File: config.mk
export PLATFORM = sky130hd
export DESIGN_NAME = axi_master_read_resp_buffer_flat
export DESIGN_NICKNAME = d
export VERILOG_FILES = /design/src/rtl/axi_master_read_resp_buffer_pkg.sv /design/src/rtl/axi_master_read_resp_buffer_if.sv /design/src/rtl/axi_master_read_resp_buffer_fifo_mem.sv /design/src/rtl/axi_master_read_resp_buffer.sv /design/src/flat_wrapper.sv
export SDC_FILE = /design/constraint.sdc
export NUM_CORES = 1
export LEC_CHECK = 0
export CAP_MARGIN = 30
export CORE_AREA = 2 2 285 287
export CTS_BUF_LIST = sky130_fd_sc_hd__clkbuf_2 sky130_fd_sc_hd__clkbuf_4 sky130_fd_sc_hd__clkbuf_8
export CTS_CLUSTER_DIAMETER = 50
export DETAILED_ROUTE_END_ITERATION = 6
export DIE_AREA = 0 0 287 289
export GPL_TIMING_DRIVEN = 0
export PLACE_DENSITY = 0.78
export SYNTH_ARGS = -nofsm -noshare
export SYNTH_HDL_FRONTEND = slang
export SYNTH_SLANG_ARGS = --single-unit
File: constraint.sdc
create_clock -name AClk -period 9.6 [get_ports AClk]
set_input_delay 1.92 -clock AClk [delete_from_list [all_inputs] [get_ports AClk]]
set_output_delay 1.92 -clock AClk [all_outputs]
set_load 0.02 [all_outputs]
File: src/rtl/axi_master_read_resp_buffer_pkg.sv
// axi_rd_pkg: response encodings, burst FSM states and burst limit for the read response buffer
package axi_rd_pkg;
  localparam logic [1:0] RESP_OKAY   = 2'b00;
  localparam logic [1:0] RESP_EXOKAY = 2'b01;
  localparam logic [1:0] RESP_SLVERR = 2'b10;
  localparam logic [1:0] RESP_DECERR = 2'b11;
  localparam int MAX_BURST = 256;
  typedef enum logic {S_IDLE = 1'b0, S_BURST = 1'b1} burst_state_e;
  function automatic logic [1:0] worse_resp(input logic [1:0] a, input logic [1:0] b);
    return a > b ? a : b;
  endfunction
endpackage

File: src/rtl/axi_master_read_resp_buffer_if.sv
// axi_master_read_resp_buffer_if: head-of-FIFO valid/ready channel towards the decoder
interface axi_master_read_resp_buffer_if #(parameter int data_width = 64);
  logic [data_width-1:0] dout;
  logic [1:0] dresp;
  logic [3:0] did;
  logic dlast;
  logic dvalid;
  logic dready;
  modport master(output dout, dresp, did, dlast, dvalid, input dready);
  modport slave(input dout, dresp, did, dlast, dvalid, output dready);
endinterface

File: src/rtl/axi_master_read_resp_buffer_fifo_mem.sv
// axi_rd_resp_fifo_mem: register array with synchronous write and asynchronous read
module axi_rd_resp_fifo_mem #(
  parameter int W = 71,
  parameter int DEPTH = 16,
  localparam int AW = $clog2(DEPTH)
) (
  input  logic AClk,
  input  logic we,
  input  logic [AW-1:0] waddr,
  input  logic [W-1:0] wdata,
  input  logic [AW-1:0] raddr,
  output logic [W-1:0] rdata
);
  logic [W-1:0] mem [DEPTH];
  // store one beat per accepted push
  always_ff @(posedge AClk)
    if (we) mem[waddr] <= wdata;
  assign rdata = mem[raddr];
endmodule

File: src/rtl/axi_master_read_resp_buffer.sv
// axi_master_read_resp_buffer: FWFT beat buffer with burst summary and overflow tracking
module axi_master_read_resp_buffer
  import axi_rd_pkg::*;
#(
  parameter int data_width = 64,
  parameter int DEPTH = 16,
  parameter int AF_MARGIN = 2
) (
  input  logic AClk,
  input  logic ARst,
  input  logic [data_width-1:0] rdata_d,
  input  logic [1:0] rresp_d,
  input  logic [3:0] rid_d,
  input  logic r_last_d,
  input  logic rd_rsp_en_d,
  axi_master_read_resp_buffer_if.master dq,
  output logic burst_done,
  output logic [8:0] burst_beats,
  output logic [1:0] burst_resp,
  output logic [3:0] burst_id,
  output logic almost_full,
  output logic full,
  output logic overflow,
  input  logic ovf_clr
);
  localparam int AW = $clog2(DEPTH);
  localparam int W = data_width + 7;
  logic [AW:0] wr_ptr, rd_ptr, count, count_nxt;
  logic [W-1:0] head;
  logic push, pop, drop;
  burst_state_e state, state_nxt;
  logic [8:0] beats, beats_inc;
  logic [1:0] worst, worst_nxt;
  assign dq.dvalid = wr_ptr != rd_ptr;
  assign pop = dq.dvalid & dq.dready;
  assign push = rd_rsp_en_d & (~full | pop);
  assign drop = rd_rsp_en_d & full & ~pop;
  assign count = wr_ptr - rd_ptr;
  assign count_nxt = count + (AW+1)'(push) - (AW+1)'(pop);
  assign {dq.dout, dq.dresp, dq.did, dq.dlast} = dq.dvalid ? head : '0;
  axi_rd_resp_fifo_mem #(.W(W), .DEPTH(DEPTH)) u_mem (
    .AClk(AClk),
    .we(push),
    .waddr(wr_ptr[AW-1:0]),
    .wdata({rdata_d, rresp_d, rid_d, r_last_d}),
    .raddr(rd_ptr[AW-1:0]),
    .rdata(head)
  );
  // pointers, registered fill flags and sticky overflow
  always_ff @(posedge AClk or negedge ARst)
    if (!ARst) begin
      wr_ptr <= '0;
      rd_ptr <= '0;
      full <= 1'b0;
      almost_full <= 1'b0;
      overflow <= 1'b0;
    end else begin
      wr_ptr <= wr_ptr + (AW+1)'(push);
      rd_ptr <= rd_ptr + (AW+1)'(pop);
      full <= count_nxt == (AW+1)'(DEPTH);
      almost_full <= count_nxt >= (AW+1)'(DEPTH - AF_MARGIN);
      overflow <= drop | (overflow & ~ovf_clr);
    end
  // a fresh burst starts counting from this beat; dropped beats still count
  assign beats_inc = state == S_IDLE ? 9'd1 : beats == 9'(MAX_BURST) ? beats : beats + 9'd1;
  assign worst_nxt = state == S_IDLE ? rresp_d : worse_resp(worst, rresp_d);
  // burst FSM next state
  always_comb begin
    state_nxt = state;
    if (rd_rsp_en_d) state_nxt = r_last_d ? S_IDLE : S_BURST;
  end
  // burst FSM state register
  always_ff @(posedge AClk or negedge ARst)
    if (!ARst) state <= S_IDLE;
    else state <= state_nxt;
  // burst accumulators and the per-burst summary
  always_ff @(posedge AClk or negedge ARst)
    if (!ARst) begin
      beats <= '0;
      worst <= RESP_OKAY;
      burst_done <= 1'b0;
      burst_beats <= '0;
      burst_resp <= RESP_OKAY;
      burst_id <= '0;
    end else begin
      burst_done <= rd_rsp_en_d & r_last_d;
      if (rd_rsp_en_d & r_last_d) begin
        burst_beats <= beats_inc;
        burst_resp <= worst_nxt;
        burst_id <= rid_d;
        beats <= '0;
        worst <= RESP_OKAY;
      end else if (rd_rsp_en_d) begin
        beats <= beats_inc;
        worst <= worst_nxt;
      end
    end
endmodule

File: src/flat_wrapper.sv
// flat-port wrapper written by rule: the top's interface ports become plain ports
module axi_master_read_resp_buffer_flat import axi_rd_pkg::*;
#(
  parameter int data_width = 64,
  parameter int DEPTH = 16,
  parameter int AF_MARGIN = 2
)
  (AClk, ARst, rdata_d, rresp_d, rid_d, r_last_d, rd_rsp_en_d, burst_done, burst_beats, burst_resp, burst_id, almost_full, full, overflow, ovf_clr, dq_dout, dq_dresp, dq_did, dq_dlast, dq_dvalid, dq_dready);
  axi_master_read_resp_buffer_if #(.data_width(data_width)) dq_i ();
  input  logic AClk;
  input  logic ARst;
  input  logic [data_width-1:0] rdata_d;
  input  logic [1:0] rresp_d;
  input  logic [3:0] rid_d;
  input  logic r_last_d;
  input  logic rd_rsp_en_d;
  output logic burst_done;
  output logic [8:0] burst_beats;
  output logic [1:0] burst_resp;
  output logic [3:0] burst_id;
  output logic almost_full;
  output logic full;
  output logic overflow;
  input  logic ovf_clr;
  output wire logic [$bits(dq_i.dout)-1:0] dq_dout;
  output wire logic [$bits(dq_i.dresp)-1:0] dq_dresp;
  output wire logic [$bits(dq_i.did)-1:0] dq_did;
  output wire logic [$bits(dq_i.dlast)-1:0] dq_dlast;
  output wire logic [$bits(dq_i.dvalid)-1:0] dq_dvalid;
  input wire logic [$bits(dq_i.dready)-1:0] dq_dready;
  assign dq_dout = dq_i.dout;
  assign dq_dresp = dq_i.dresp;
  assign dq_did = dq_i.did;
  assign dq_dlast = dq_i.dlast;
  assign dq_dvalid = dq_i.dvalid;
  assign dq_i.dready = dq_dready;
  axi_master_read_resp_buffer #(.data_width(data_width), .DEPTH(DEPTH), .AF_MARGIN(AF_MARGIN)) u_core (.AClk(AClk), .ARst(ARst), .rdata_d(rdata_d), .rresp_d(rresp_d), .rid_d(rid_d), .r_last_d(r_last_d), .rd_rsp_en_d(rd_rsp_en_d), .dq(dq_i), .burst_done(burst_done), .burst_beats(burst_beats), .burst_resp(burst_resp), .burst_id(burst_id), .almost_full(almost_full), .full(full), .overflow(overflow), .ovf_clr(ovf_clr));
endmodule
* Yosys cells after proc, flatten, opt, wreduce, memory -nomap -nowiden
Memories as Yosys holds them, arrays and structs flattened.
Cells that the tools add are included.
** Cells by class
- Add/sub/neg operators :: 6
- Multiply operators :: 0
- Divide/modulo/power cells :: 0
- $lt $le $gt $ge :: 2
- Equal/unequal tests :: 3
- Shift operators :: 0
- Muxes and demuxes :: 12
- Bitwise gates (word level) :: 11
- Reductions and logical operators :: 1
** Operators with widths (number)
- $mux 71 :: 1
- $mux 9 :: 4
- $add 5x1->5 :: 3
- $add 9x1->9 const B :: 1
- $eq 9x9->1 const B :: 1
- $mux 2 :: 4
- $and 1x1->1 :: 6
- $eq 5x5->1 const B :: 1
- $ge 5x4->1 const B :: 1
- $ne 5x5->1 :: 1
- $sub 5x1->5 :: 1
- $sub 5x5->5 :: 1
- $mux 1 :: 3
- $not 1->1 :: 3
- $gt 2x2->1 :: 1
- $or 1x1->1 :: 2
- $reduce_bool 2->1 :: 1
** Word-level totals
- Register bits after elaboration :: 41
- Bits in latches :: 0
- Bits in writable memories :: 1136
- Bits in read-only memories :: 0
- Input bits :: 76
- Output and inout bits :: 91
- Memories :: 1
** Memory list
- u_core.u_mem.mem :: words 16, bits a word 71, read ports 1, clocked after Yosys merged registers in 0, wr ports 1, RTL line axi_master_read_resp_buffer_fifo_mem.sv:14 : logic [W-1:0] mem [DEPTH];

* Longest topological paths before layout
Gate-level depths: netlist (run 1).
- Word-level depth :: 7
- Mapped depth :: 15
- Mapped depth without buffers :: 14

* Hierarchy
A second synthesis (run 1) with hierarchy kept.
** Unflattened totals
- Cell total of the unflattened synthesis :: 2051
- Area, all modules :: 45225.9 µm²
** By module, submodules not included
- axi_rd_resp_fifo_mem :: times used 1, cells an instance 1755, area an instance 42490.8 µm², seq. area each 34112.7 µm²
- axi_master_read_resp_buffer :: times used 1, cells an instance 296, area an instance 2735.1 µm², seq. area each 1026.0 µm²

* Worst setup path after synthesis (run 1)
No wires, ideal clock.
- Kind :: input -> register
- Start :: input rd_rsp_en_d
- End :: memory u_core.u_mem.mem[12][0] (enable)
- Library setup time :: 0.675 ns
- Data arrival time :: 9.199 ns
- Data required time :: 8.925 ns
- Path slack :: -0.274 ns
- Stages :: 4
- Path buffers :: 2
- Path through :: clkbuf_1 > o21ai_2 > buf_4 > nor4_1
** Between the ends
- Cells in the longest elaborated chain, start to end :: 3
** Ends and longest elaborated chain
- start, declared :: RTL line flat_wrapper.sv:16 : input logic rd_rsp_en_d;
- $and 1x1->1 :: RTL line axi_master_read_resp_buffer.sv:36 : assign push = rd_rsp_en_d & (~full | pop);
- $mux 1 :: RTL line axi_master_read_resp_buffer_fifo_mem.sv:17 : if (we) mem[waddr] <= wdata;
- $mux 1 (implied by the code) :: RTL line axi_master_read_resp_buffer_fifo_mem.sv:17
- end, declared :: RTL line axi_master_read_resp_buffer_fifo_mem.sv:14
No other way between the ends.

* Worst setup path after layout (run 1)
- Start :: register u_core.wr_ptr[2]
- End :: output dq_dout[43]
** Between the ends
- Cells in the longest elaborated chain, start to end :: 2
** Ends and longest elaborated chain
- start, declared :: RTL line axi_master_read_resp_buffer.sv:28 : logic [AW:0] wr_ptr, rd_ptr, count, count_nxt;
- start signal, assigned :: RTL line axi_master_read_resp_buffer.sv:58 : wr_ptr <= wr_ptr + (AW+1)'(push);
- $ne 5x5->1 :: RTL line axi_master_read_resp_buffer.sv:34 : assign dq.dvalid = wr_ptr != rd_ptr;
- $mux 71 :: RTL line axi_master_read_resp_buffer.sv:40 : assign {dq.dout, dq.dresp, dq.did, dq.dlast} = dq.dvalid ? head : '0;
- end, declared :: RTL line flat_wrapper.sv:25 : output wire logic [$bits(dq_i.dout)-1:0] dq_dout;
No other way between the ends.

==> results.json, run 1 <==
{
  "outcome": "complete, no violations",
  "hold_violations": 0,
  "rsz0062_at_grt": "no",
  "dieHeight_um": 289,
  "r2r_start": "u_core.wr_ptr[2]$_DFF_PN0_",
  "yosysTopAreaCellShare": 0.755,
  "slew_violations": 0,
  "dp_hpwl_um": 68300,
  "groute.usage.overall": 0.255,
  "antenna_found_initial": 8,
  "synthesis.area_um2": 45200,
  "arrival_ps": 4550,
  "drt_iter0_drc": 2831,
  "fillCellCount": 4891,
  "yosys.area.top_type": "edfxtp_1",
  "clk_pin_slew_ps": 70,
  "wl_per_cell_um": 28.4,
  "dieArea_um2": 82900,
  "crit_required_ps": 7680,
  "maxCapViolCount": 0,
  "fin_area_um2": 53100,
  "synth_edf_count": 1136,
  "hold_class": "flop to flop",
  "start_kind": "flop",
  "pin_count": 167,
  "remaining_drc_errors": 0,
  "synth.ff_latch_count": 1177,
  "postSynthAreaPerCell_um2": 23.0,
  "place_ws_ps": 4070,
  "tightest_slew_ps": 1000,
  "ys_seq_area_frac": 0.778,
  "p_leak_nw": 17.7,
  "worst-setup-path-type": "flop to output pin",
  "setup_viol": 0,
  "rows": 104,
  "portBuffers": 166,
  "rr_endpoint": "u_core.full$_DFF_PN0_",
  "dr_total_vias": 22800,
  "grt_pass1_vias": 23400,
  "post-cts-setup-buffer-count": 0,
  "hold_buffers": 0,
  "synth.distinct_cells": 43,
  "drt-vias-per-instance": 6.20,
  "setup-tns-final_ps": 0,
  "worst_clock_skew_ps": 22.3,
  "slew-limit-headroom": 0.332,
  "setup.worst_path.start": "u_core.wr_ptr[2]$_DFF_PN0_",
  "ys_async_sr_fraction": 0.0348,
  "wirelength_um": 104000,
  "cp-endpoint": "dq_dout[43]",
  "area_growth_pct": 17.5,
  "grt_pass1_wl_um": 151000,
  "cts_resized": 0,
  "htree_levels": 4,
  "clock_sinks": 1177,
  "numCtsBuffers": 172,
  "r2r_setup_slack_ps": 4830,
  "utilization": 0.665,
  "place.gp.congestion": 0.779,
  "final_nets": 2566,
  "grt.overflow.total": 0,
  "ir_drop_v": 0.000206,
  "drtAntennaViolNets": 0,
  "p_per_area_nw_per_um2": 303,
  "fin_crit_sh": 0.674,
  "cts_tree": "yes",
  "drive_above_1_share": 0.304,
  "syn_nets": 2064,
  "die_w_um": 287,
  "finalPower_mw": 16.1,
  "first_pass_iters": 6,
  "syn_inst": 1968,
  "synth.area.top_cells": "edfxtp_1 76%, mux4_2 14%, mux2i_1 3.2%",
  "grt_max_degree": 46,
  "fin_crit_ps": 6470,
  "start_util": 0.565,
  "cts_buffer_depth": 3,
  "fin_ws_ps": 3130,
  "critPathMaxFanout": 10,
  "fmax_mhz": 155,
  "setup.worst_path.end_class": "output pin",
  "core_um2": 79900,
  "insertion_delay_ps": 810,
  "synth_warnings": 0,
  "place_area_um2": 49700,
  "synthFlopType": "edfxtp_1",
  "cts-root-buf": "clkbuf_8",
  "rr_worst_depth": 14
}
report_power, final:
group	total [mW]	switching (mW)	internal, mW
logic	5.93	3.33	2.60
clock network	3.90	1.85	2.05
registers	6.28	0.121	6.16
total	16.1	5.30	10.8
cells by family (layout without fill, tap and decap cells):
family          after synthesis  count (layout)  synth area share
flops                      1177            1177             0.778
mux                         433             433             0.175
buf+inv                     129             772            0.0131
compound gates              106             106            0.0152
simple gates                 83              83           0.00925
fa+ha+maj                    20              20           0.00604
xor+xnor                     20              20           0.00388
other cells                   0               1                 0
worst min path at each step:
stage                                       from                           endpoint  slack (ps)  cells past startpoint
6_report       u_core.burst_beats[3]$_DFFE_PN0P_  u_core.burst_beats[3]$_DFFE_PN0P_         480                      2
5_1_grt           u_core.burst_id[2]$_DFFE_PN0P_     u_core.burst_id[2]$_DFFE_PN0P_         520                      1
4_1_cts        u_core.burst_beats[3]$_DFFE_PN0P_  u_core.burst_beats[3]$_DFFE_PN0P_         480                      2
3_5_place_dp   u_core.burst_beats[8]$_DFFE_PN0P_  u_core.burst_beats[8]$_DFFE_PN0P_         470                      2
3_3_place_gp   u_core.burst_beats[1]$_DFFE_PN0P_  u_core.burst_beats[1]$_DFFE_PN0P_         470                      2
2_1_floorplan         u_core.rd_ptr[4]$_DFF_PN0_         u_core.rd_ptr[4]$_DFF_PN0_         460                      1
layer usage:
metal,global-route usage,up-vias,part of all wire
met5,0,-,0.00081
met4,0.0854,14,0.025
met3,0.0510,189,0.082
met2,0.427,1224,0.51
met1,0.340,12000,0.38
li1,-,9374,-
flip-flops by register name (all words and copies together), names as in the netlist, 2 cells and up:
signal	flops
u_core.burst_beats	9
u_core.worst	2
u_core.burst_id	4
u_core.burst_resp	2
u_core.u_mem.mem	1136
u_core.rd_ptr	5
u_core.beats	9
u_core.wr_ptr	5
cell usage after synthesis, types with 2 or more instances:
library cell / count
edfxtp_1: 1136
mux4_2: 284
mux2i_1: 145
o22ai_1: 75
buf_2: 44
dfrtp_1: 41
clkbuf_1: 37
nand2_1: 25
inv_1: 19
ha_1: 17
o21ai_0: 16
buf_1: 15
nand3_1: 13
xnor2_1: 13
nor2_1: 9
nor4_1: 9
buf_4: 8
nor3_1: 7
xor2_1: 7
and3_1: 5
mux2_2: 4
nor2b_1: 4
a21oi_1: 3
buf_6: 3
fa_1: 3
nand2b_1: 3
nand4_1: 3
o31ai_1: 3
a22o_1: 2
inv_2: 2
layout by cell type (no fill, tap or decap), types with 4 or more instances in the layout:
cell type and instances:
edfxtp_1 1136, mux4_2 284, clkbuf_8 177, clkdlybuf4s50_1 165
mux2i_1 145, buf_4 114, o22ai_1 75, clkbuf_4 50
clkinv_1 49, buf_6 48, buf_2 45, dfrtp_1 41
clkbuf_1 37, nand2_1 25, clkinv_2 24, inv_1 19
ha_1 17, o21ai_0 16, buf_1 15, nand3_1 13
xnor2_1 13, nor2_1 9, nor4_2 8, xor2_1 7
inv_6 7, nor3_2 5, bufinv_16 5, buf_8 5
nor2b_1 4, mux2_2 4, clkinvlp_4 4
critical path, cell delays in order (launching register included):
cell and delay, ps:
dfrtp_1 390, clkbuf_1 400, inv_1 200, ha_1 420, nand2_1 140, or4_4 470, nand2_2 380, buf_2 410
o22ai_1 290, clkdlybuf4s50_1 620
layout make-up:
class	count	area, um2	area share
Inverter	22	82.6	0.00156
Clock buffer	225	2800	0.0527
Antenna cell	1	2.50	0.0000471
Timing Repair Buffer	328	3140	0.0592
Buffer	107	509	0.00959
Sequential cell	1177	35100	0.662
Tap cell	1060	1330	0.0250
Clock inverter	90	569	0.0107
Multi-Input combinational cell	662	9530	0.179
per-stage QoR:
step	std cells	hold WS, ps
floorplan	1968	464
global placement	3194	472
detailed placement	3350	473
CTS	3665	484
global route	3672	516
finish	3672	479
Power figures use the tool's default switching activity.
==> run 2, diff against run 1 <==
--- a/config.mk
+++ b/config.mk
@@ -6,11 +6,11 @@
 export NUM_CORES = 1
 export LEC_CHECK = 0
 export CAP_MARGIN = 30
-export CORE_AREA = 2 2 285 287
+export CORE_AREA = 2 2 278 280
 export CTS_BUF_LIST = sky130_fd_sc_hd__clkbuf_2 sky130_fd_sc_hd__clkbuf_4 sky130_fd_sc_hd__clkbuf_8
 export CTS_CLUSTER_DIAMETER = 50
 export DETAILED_ROUTE_END_ITERATION = 6
-export DIE_AREA = 0 0 287 289
+export DIE_AREA = 0 0 280 282
 export GPL_TIMING_DRIVEN = 0
 export PLACE_DENSITY = 0.78
 export SYNTH_ARGS = -nofsm -noshare
==> constraint.sdc (replaced) <==
create_clock -name AClk -period 6.45 [get_ports AClk]
set_input_delay 1.29 -clock AClk [delete_from_list [all_inputs] [get_ports AClk]]
set_output_delay 1.29 -clock AClk [all_outputs]
set_load 0.02 [all_outputs]
==> results.json, run 2 (same netlist as run 1, synthesis figures left out) <==
{
  "fin_area_um2": 52900,
  "reg.largest.list": "u_core.u_mem.mem (1136), u_core.beats (9), u_core.burst_beats (9)",
  "dp_hpwl_um": 67900,
  "largest_reg_flops": 1136,
  "clock_sinks": 1177,
  "first_pass_iters": 6,
  "clk_pin_slew_ps": 60,
  "ir_drop_v": 0.000338,
  "insertion_delay_ps": 810,
  "grt_pass1_vias": 23700,
  "fin_ws_ps": 669,
  "setup_viol": 0,
  "post-cts-setup-buffer-count": 0,
  "drt-vias-per-instance": 6.41,
  "area_growth_pct": 17.2,
  "grt_max_degree": 42,
  "grt.overflow.total": 0,
  "setup.worst_path.end_class": "output pin",
  "die_w_um": 280,
  "hold_slack_ps": 276,
  "wl_per_cell_um": 29.2,
  "rsz0062_at_grt": "no",
  "cts_tree": "yes",
  "regMostFlops": "u_core.u_mem.mem",
  "fin_crit_ps": 5780,
  "start_util": 0.597,
  "start_kind": "flop",
  "worst-setup-path-type": "flop to output pin",
  "crit_required_ps": 5160,
  "utilization": 0.699,
  "dr_total_vias": 22900,
  "fmax_mhz": 173,
  "cts_buffer_depth": 3,
  "hold_violations": 0,
  "place_ws_ps": 1620,
  "drt_iter0_drc": 2797,
  "cts_resized": 0,
  "htree_levels": 4,
  "place.gp.congestion": 0.775,
  "maxCapViolCount": 0,
  "wirelength_um": 105000,
  "core_um2": 75700,
  "place_area_um2": 49600,
  "grt_pass1_wl_um": 152000,
  "drtAntennaViolNets": 0,
  "slew_violations": 0,
  "arrival_ps": 4490,
  "finalPower_mw": 23.9,
  "antenna_found_initial": 5,
  "rows": 101,
  "final_nets": 2567,
  "p_leak_nw": 17.7,
  "fin_cells": 3579,
  "outcome": "complete, no violations",
  "hold_class": "input port to asynchronous set/reset pin",
  "drive_above_1_share": 0.305,
  "fin_crit_sh": 0.896,
  "pin_count": 167,
  "critPathMaxFanout": 10,
  "remaining_drc_errors": 0,
  "numCtsBuffers": 175,
  "dieArea_um2": 79000,
  "groute.usage.overall": 0.270,
  "tightest_slew_ps": 1100,
  "mostFrequentLayoutCell": "edfxtp_1",
  "final_cell_mix": "1136 x edfxtp_1, 284 x mux4_2, 182 x clkbuf_8, 165 x clkdlybuf4s50_1, 145 x mux2i_1",
  "p_per_area_nw_per_um2": 451,
  "slew-limit-headroom": 0.269,
  "cts-root-buf": "clkbuf_8",
  "portBuffers": 166,
  "setup-tns-final_ps": 0,
  "worst_clock_skew_ps": 25.3,
  "hold_buffers": 0,
  "dieHeight_um": 282,
  "dp.cells": 3267
}
run 2: cell types whose count changed in the layout (fill, tap and decap cells not counted):
cell	change
clkinvlp_4	-1
bufinv_16	-5
clkbuf_8	+5
buf_16	+1
clkinv_1	-11
inv_8	+1
buf_6	-1
buf_12	-1
diode_2	+2
clkbuf_4	+16
buf_4	-4
buf_8	+5
inv_6	-3
clkinv_2	-15
run 2: worst max-delay path, stage by stage, from the launching register on:
cell,delay [ps]
dfrtp_1,360
clkbuf_1,420
inv_1,220
ha_1,430
nand2_1,130
or4_4,480
nand2_2,330
buf_2,450
o22ai_1,260
clkdlybuf4s50_1,610
run 2: layout make-up:
class	instances	area (um2)
multi-input cells	662	9530
repair buffers	326	3170
plain buffers	107	509
well taps	978	1220
flip-flops and latches	1177	35100
clock buffers	248	3000
clock inverters	56	280
inverters	22	82.6
diodes	3	7.51
fillers	4266	22800
run 2: metal layers:
layer	routed length (um)	share of wire	track usage	vias to the layer above
met3	8470	0.081	0.0527	221
met2	52800	0.51	0.446	1254
met4	3270	0.031	0.0991	6
li1	-	-	-	9375
met5	28	0.00027	0	-
met1	40000	0.38	0.365	12100
run 2: worst paths after layout:
check,slack [ps],to,start,cells past startpoint
max reg2reg,1620,u_core.full$_DFF_PN0_,u_core.wr_ptr[2]$_DFF_PN0_,14
max in group asynchronous,5770,u_core.beats[7]$_DFFE_PN0P_,ARst,2
min,280,u_core.burst_beats[6]$_DFFE_PN0P_,ARst,1
max,670,dq_dout[22],u_core.wr_ptr[2]$_DFF_PN0_,9
min reg2reg,480,u_core.burst_beats[4]$_DFFE_PN0P_,u_core.burst_beats[4]$_DFFE_PN0P_,2
min in group AClk,480,u_core.burst_beats[4]$_DFFE_PN0P_,u_core.burst_beats[4]$_DFFE_PN0P_,2
run 2: where the power goes:
part	total (mW)	switching (mW)	internal [mW]
Sequential	9.35	0.182	9.17
Clock	5.71	2.72	2.99
Combinational	8.84	4.96	3.87
Total	23.9	7.87	16.0
